**src/rtl/calc_result_display.sv**
```systemverilog
// calc_result_display: double-dabble binary-to-BCD (1 bit/cycle) driving a 4-digit multiplexed 7-seg scan.
// Optional NEG_SIGN_EN: two's complement input, '-' drawn just above the highest nonzero digit.
module calc_result_display #(
  parameter int WIDTH       = 14,
  parameter int REFRESH_DIV = 100000
) (
  input  logic             clk,
  input  logic             rst,
  input  logic [WIDTH-1:0] value,
  input  logic             valid,
  output logic             busy,
  output logic [6:0]       seg,
  output logic [3:0]       an
);
  localparam logic [1:0] S_IDLE   = 2'd0;
  localparam logic [1:0] S_CONV   = 2'd1;
  localparam logic [1:0] S_COMMIT = 2'd2;

  localparam int CNTW = $clog2(WIDTH + 1);
  localparam int RW   = (REFRESH_DIV > 1) ? $clog2(REFRESH_DIV) : 1;
  localparam logic [RW-1:0]   REF_MAX  = RW'(REFRESH_DIV - 1);
  localparam logic [CNTW-1:0] BIT_LAST = CNTW'(WIDTH - 1);
  localparam logic [6:0] SEG_BLANK = 7'h7F;
  localparam logic [6:0] SEG_ERR   = 7'h06;
`ifdef NEG_SIGN_EN
  localparam logic [6:0] SEG_MINUS = 7'h3F;
`endif

  logic [1:0]       state_q, state_d;
  logic [WIDTH-1:0] sh_q, sh_d;
  logic [15:0]      bcd_q, bcd_d;
  logic [CNTW-1:0]  cnt_q, cnt_d;
  logic             ovf_pend_q, ovf_pend_d;
  logic [15:0]      disp_q, disp_d;
  logic             ovf_q, ovf_d;
  logic [RW-1:0]    refresh_q, refresh_d;
  logic [1:0]       idx_q, idx_d;
  logic [6:0]       seg_q, seg_d;
  logic [3:0]       an_q, an_d;
`ifdef NEG_SIGN_EN
  logic             neg_pend_q, neg_pend_d;
  logic             neg_q, neg_d;
  logic             load_neg;
`endif

  logic [WIDTH-1:0] load_mag;
  logic             load_ovf;
  logic [14:0]      bcd_adj;
  logic [1:0]       hi;
  logic [3:0]       cur;

  always_comb begin
`ifdef NEG_SIGN_EN
    load_neg = value[WIDTH-1];
    load_mag = load_neg ? (~value + 1'b1) : value;
    load_ovf = load_neg ? (32'(load_mag) > 32'd999) : (32'(value) > 32'd9999);
`else
    load_mag = value;
    load_ovf = 32'(value) > 32'd9999;
`endif
  end

  // Thousands nibble never reaches 5 for an in-range value, so it needs no correction.
  always_comb begin
    bcd_adj[14:12] = bcd_q[14:12];
    for (int i = 0; i < 3; i++) begin
      bcd_adj[4*i +: 4] = (bcd_q[4*i +: 4] >= 4'd5) ? bcd_q[4*i +: 4] + 4'd3 : bcd_q[4*i +: 4];
    end
  end

  always_comb begin
    state_d    = state_q;
    sh_d       = sh_q;
    bcd_d      = bcd_q;
    cnt_d      = cnt_q;
    ovf_pend_d = ovf_pend_q;
    disp_d     = disp_q;
    ovf_d      = ovf_q;
`ifdef NEG_SIGN_EN
    neg_pend_d = neg_pend_q;
    neg_d      = neg_q;
`endif
    case (state_q)
      S_IDLE: if (valid) begin
        state_d    = S_CONV;
        sh_d       = load_mag;
        bcd_d      = '0;
        cnt_d      = '0;
        ovf_pend_d = load_ovf;
`ifdef NEG_SIGN_EN
        neg_pend_d = load_neg;
`endif
      end
      S_CONV: begin
        {bcd_d, sh_d} = {bcd_adj, sh_q, 1'b0};
        cnt_d = cnt_q + 1'b1;
        if (cnt_q == BIT_LAST) state_d = S_COMMIT;
      end
      S_COMMIT: begin
        disp_d  = bcd_q;
        ovf_d   = ovf_pend_q;
`ifdef NEG_SIGN_EN
        neg_d   = neg_pend_q;
`endif
        state_d = S_IDLE;
      end
      default: state_d = S_IDLE;
    endcase
  end

  function automatic logic [6:0] digit_code(input logic [3:0] d);
    case (d)
      4'd0: digit_code = 7'h40;
      4'd1: digit_code = 7'h79;
      4'd2: digit_code = 7'h24;
      4'd3: digit_code = 7'h30;
      4'd4: digit_code = 7'h19;
      4'd5: digit_code = 7'h12;
      4'd6: digit_code = 7'h02;
      4'd7: digit_code = 7'h78;
      4'd8: digit_code = 7'h00;
      4'd9: digit_code = 7'h10;
      default: digit_code = SEG_BLANK;
    endcase
  endfunction

  always_comb begin
    hi = 2'd0;
    for (int i = 1; i < 4; i++) begin
      if (disp_q[4*i +: 4] != 4'd0) hi = 2'(i);
    end
    cur = disp_q[{idx_q, 2'b00} +: 4];
    if (ovf_q)            seg_d = (idx_q == 2'd0) ? SEG_ERR : SEG_BLANK;
    else if (idx_q <= hi) seg_d = digit_code(cur);
`ifdef NEG_SIGN_EN
    else if (neg_q && idx_q == hi + 2'd1) seg_d = SEG_MINUS;
`endif
    else                  seg_d = SEG_BLANK;
    an_d      = ~(4'b0001 << idx_q);
    refresh_d = (refresh_q == REF_MAX) ? '0 : refresh_q + 1'b1;
    idx_d     = (refresh_q == REF_MAX) ? idx_q + 2'd1 : idx_q;
  end

  always_ff @(posedge clk or posedge rst) begin
    if (rst) begin
      state_q    <= S_IDLE;
      sh_q       <= '0;
      bcd_q      <= '0;
      cnt_q      <= '0;
      ovf_pend_q <= 1'b0;
      disp_q     <= '0;
      ovf_q      <= 1'b0;
      refresh_q  <= '0;
      idx_q      <= 2'd0;
      seg_q      <= SEG_BLANK;
      an_q       <= 4'hF;
`ifdef NEG_SIGN_EN
      neg_pend_q <= 1'b0;
      neg_q      <= 1'b0;
`endif
    end else begin
      state_q    <= state_d;
      sh_q       <= sh_d;
      bcd_q      <= bcd_d;
      cnt_q      <= cnt_d;
      ovf_pend_q <= ovf_pend_d;
      disp_q     <= disp_d;
      ovf_q      <= ovf_d;
      refresh_q  <= refresh_d;
      idx_q      <= idx_d;
      seg_q      <= seg_d;
      an_q       <= an_d;
`ifdef NEG_SIGN_EN
      neg_pend_q <= neg_pend_d;
      neg_q      <= neg_d;
`endif
    end
  end

  assign busy = (state_q != S_IDLE);
  assign seg  = seg_q;
  assign an   = an_q;
endmodule

```
**config.mk**
```make
export PLATFORM = sky130hd
export DESIGN_NAME = calc_result_display
export DESIGN_NICKNAME = d
export VERILOG_FILES = /design/src/rtl/calc_result_display.sv
export SDC_FILE = /design/constraint.sdc
export NUM_CORES = 1
export LEC_CHECK = 0
export CAP_MARGIN = 40
export CORE_MARGIN = 1.5
export CORE_UTILIZATION = 45
export CTS_CLUSTER_DIAMETER = 60
export CTS_CLUSTER_SIZE = 12
export DETAILED_ROUTE_END_ITERATION = 10
export GPL_TIMING_DRIVEN = 0
export PLACE_DENSITY = 0.67
export RECOVER_POWER = 100
export REMOVE_ABC_BUFFERS = 1
export SKIP_LAST_GASP = 1
export SYNTH_ARGS = -nofsm -noshare
export SYNTH_HDL_FRONTEND = slang
export SYNTH_SLANG_ARGS = --single-unit
export TNS_END_PERCENT = 30
```
**constraint.sdc**
```tcl
create_clock -name clk -period 3.2 [get_ports clk]
set_clock_uncertainty 0.1 [all_clocks]
set_input_delay 0.96 -clock clk [delete_from_list [all_inputs] [get_ports clk]]
set_output_delay 0.96 -clock clk [all_outputs]
set_load 0.1 [all_outputs]
```
==> summary.md <==
| Metric | Value |
|---|---|
| Predominant post-synthesis flop cell | dfrtp_1 |
| # diodes | 0 |
| Worst skew pair latency | roughly 0.36 ns |
| Startpoint Class | input pin |
| Slowest stage delay, CP | about 0.76 ns |
| Vias in the first global route | between 2,000 and 3,000 |
| Area grow syn2layout | 15.5% |
| Top-area cell type share of the netlist area | between 40% and 50% |
| RSZ-0062 raised after global routing | false |
| Status | complete, but fails checks |
| Final Instance Count excl. Fillers | ~530 |
| Max Cap Viol | 1 |
| Routed len/inst | roughly 14 µm |
| Vias/cell | ~5.4 |
| Total GRT Usage | 16.4% |
| Final min period | about 3 ns |
| Yosys cell types | between 50 and 60 |
| Die Span X | a little under 100 µm |
| Clk Tree Root Cell | clkbuf_8 |
| Die ar. | around 0.0096 mm² |
| CTS H-tree depth | 3 |
| EDFF count, synth | 0 |
| Hold_ws | between 0.3 and 0.4 ns |
| Failing checks | capacitance limit |
| Postcts setup bufs | 0 |
| Sequential area share after synthesis | a little over half |
| Worst slew pin tran | ~1.5 ns |
| Post-CTS Resized | 0 |
| Yosys warnings | 0 |
| Gr ovfl total | 0 |
| Clk buf depth | 2 |
| CP max FO | 36 |
| Worst min path class | reg -> reg |
| Max_slew headroom | less than 1% |
| Worst VDD drop | between 0.3 and 0.4 mV |
| Largest net degree at the start of global routing | 54 |
| Hold-fix buffers, CTS | 0 |
| I/O Buffers | 28 |
| Cell row count | 34 |
| Yosys reg bits | 84 |
| DR iter-0 viols | 90 |
| Final Cycle Share | 94.5% |
| Share of cells above drive strength 1 | between 15 and 20% |
| Remaining routing DRC violations | 0 |
| Hpwl dp | 4900 µm |
| Min-delay src | disp_q[1] |
| Crit path from | valid |
| RePlAce Congestion | ~0.79 |
| # nets final | approximately 450 |
| TritonCTS Buffers | 9 |
| Final hold violation count | 0 |
| Commonest non-fill, non-tap cell in the layout | dfrtp_1 |
| Lkg Pwr | between 2 and 2.5 nW |
| Async S/R FF share, synth | between 90% and 100% |
| Core ar. | about 0.0087 mm² |
| Worst EP required | about 3.4 ns |
| Final ANT Viol Nets | 0 |
| Syn Area/Cell | 10.7 µm² |
| Final WS setup | roughly 0.18 ns |
| Critical path type | in -> reg |
| Top cells by area, synth | dfrtp_1 (45%), dfstp_2 (7.1%), ha_1 (6.2%) |
| Pre-antenna DRT Iters | 4 |
| Die Span Y | about 98 µm |
| CTS tree | yes |
| DP Worst Slack | -0.213 ns |
| Vias | 2,871 |
| Setup violations, final | 0 |
| Cells after DPL | around 510 |
| Cell Area, Synth | 0.00405 mm² |
| Area leader, netlist | dfrtp_1 |
| Peak Freq | 331 MHz |
| Initial Util | between 40% and 50% |
| Critical Path End Type | register |
| Slowest-stage cell, CP | or3b_2 |
| Syn Inst Count | between 300 and 400 |
| Crit-path cells | clkdlybuf4s50_1, or3b_2, nand2_1, o31ai_1, a32o_1 |
| Antenna violations before repair | 0 |
| Worst EP arrival | 3.17 ns |
| Top Ports | 29 |
| Power Density | between 800 and 900 mW/mm² |
| Most frequent cells in the layout | dfrtp_1 (73), nor2_1 (36), o21ai_0 (29) |
| Clk sinks | between 80 and 90 |
| Reg2Reg Launch Point | disp_q[13] |
| Clock-pin slew on the worst setup and hold paths | ~0.09 ns |
| Routed WL | 7310 µm |
| Fin. max-slew vios | 0 |
| Global-route wire length before repair | between 10,000 and 15,000 µm |
[flip-flops by register name, indices dropped and copies added (netlist names)]
name / count
bcd_q: 16
disp_q: 16
ovf_q: 1
idx_q: 2
refresh_q: 17
seg: 7
ovf_pend_q: 1
cnt_q: 4
state_q: 2
an: 4
sh_q: 14
[critical path, delay by kind of cell]
family | cells | cell delay (ns)
simple gates | 2 | 1.36
compound gates | 2 | 0.39
buf+inv | 1 | 0.45
[routing by layer]
metal  GRT usage (%)  part of all wire [%]
met1            19.7                    46
met2            28.0                    48
met3            3.58                   3.3
met4            7.80                   2.4
met5               0                     0
[area by class of cell]
class	instances	area, µm²
fillers	751	4040
flip-flops and latches	84	2120
multi-input cells	256	1760
repair buffers	41	368
clock buffers	10	138
well taps	108	135
inverters	23	87.6
clock inverters	6	71.3
[worst paths after layout]
path / end / slack [ns] / depth (start not counted)
max in group asynchronous: seg[1] / 0.85 / 3
worst min register to register: disp_q[1] / 0.39 / 2
worst max-delay path: bcd_q[7] / 0.18 / 5
worst min-delay path: disp_q[1] / 0.39 / 2
worst max register to register: seg[0] / 0.61 / 7
min in group asynchronous: cnt_q[3] / 1.28 / 2
[cell usage after synthesis (5+ instances only)]
cell / instances
ha_1: 20
nand2_1: 24
nand3_1: 25
o31ai_1: 5
clkbuf_1: 7
xnor2_1: 13
mux2_2: 15
inv_1: 22
nand2b_1: 7
dfstp_2: 11
nor2_1: 36
dfrtp_1: 73
o22ai_1: 12
a21oi_1: 11
o21ai_0: 28
[cells by family after synthesis]
group | count (synthesis) | synth area share [%]
AND/OR/NAND/NOR | 129 | 16.7
AO/OA/AOI/OAI | 70 | 10.7
adder cells (fa/ha/maj) | 20 | 6.18
flip-flops | 84 | 52.2
multiplexers | 20 | 6.64
buffers and inverters | 38 | 3.86
XOR/XNOR | 17 | 3.68
[through the flow]
stage | area (µm²) | setup TNS (ns) | utilization, % | power [W]
after global routing | 4680 | 0 | 53.7 | 0.00426
final | 4680 | 0 | 53.7 | 0.00398
after detailed placement | 4610 | -0.719 | 52.8 | 0.00330
after global placement | 4400 | -99.64 | 50.4 | 0.00310
after floorplan | 3980 | -0.507 | - | 0.00280
after CTS | 4820 | 0 | 55.2 | 0.00411
[power breakdown]
| group | internal (W) | leakage, nW | switching, W |
|---|---|---|---|
| Combinational | 0.000593 | 0.897 | 0.000964 |
| Sequential | 0.00140 | 1.04 | 0.000222 |
| Clock | 0.000389 | 0.0995 | 0.000407 |
Power figures use the tool's default switching activity.
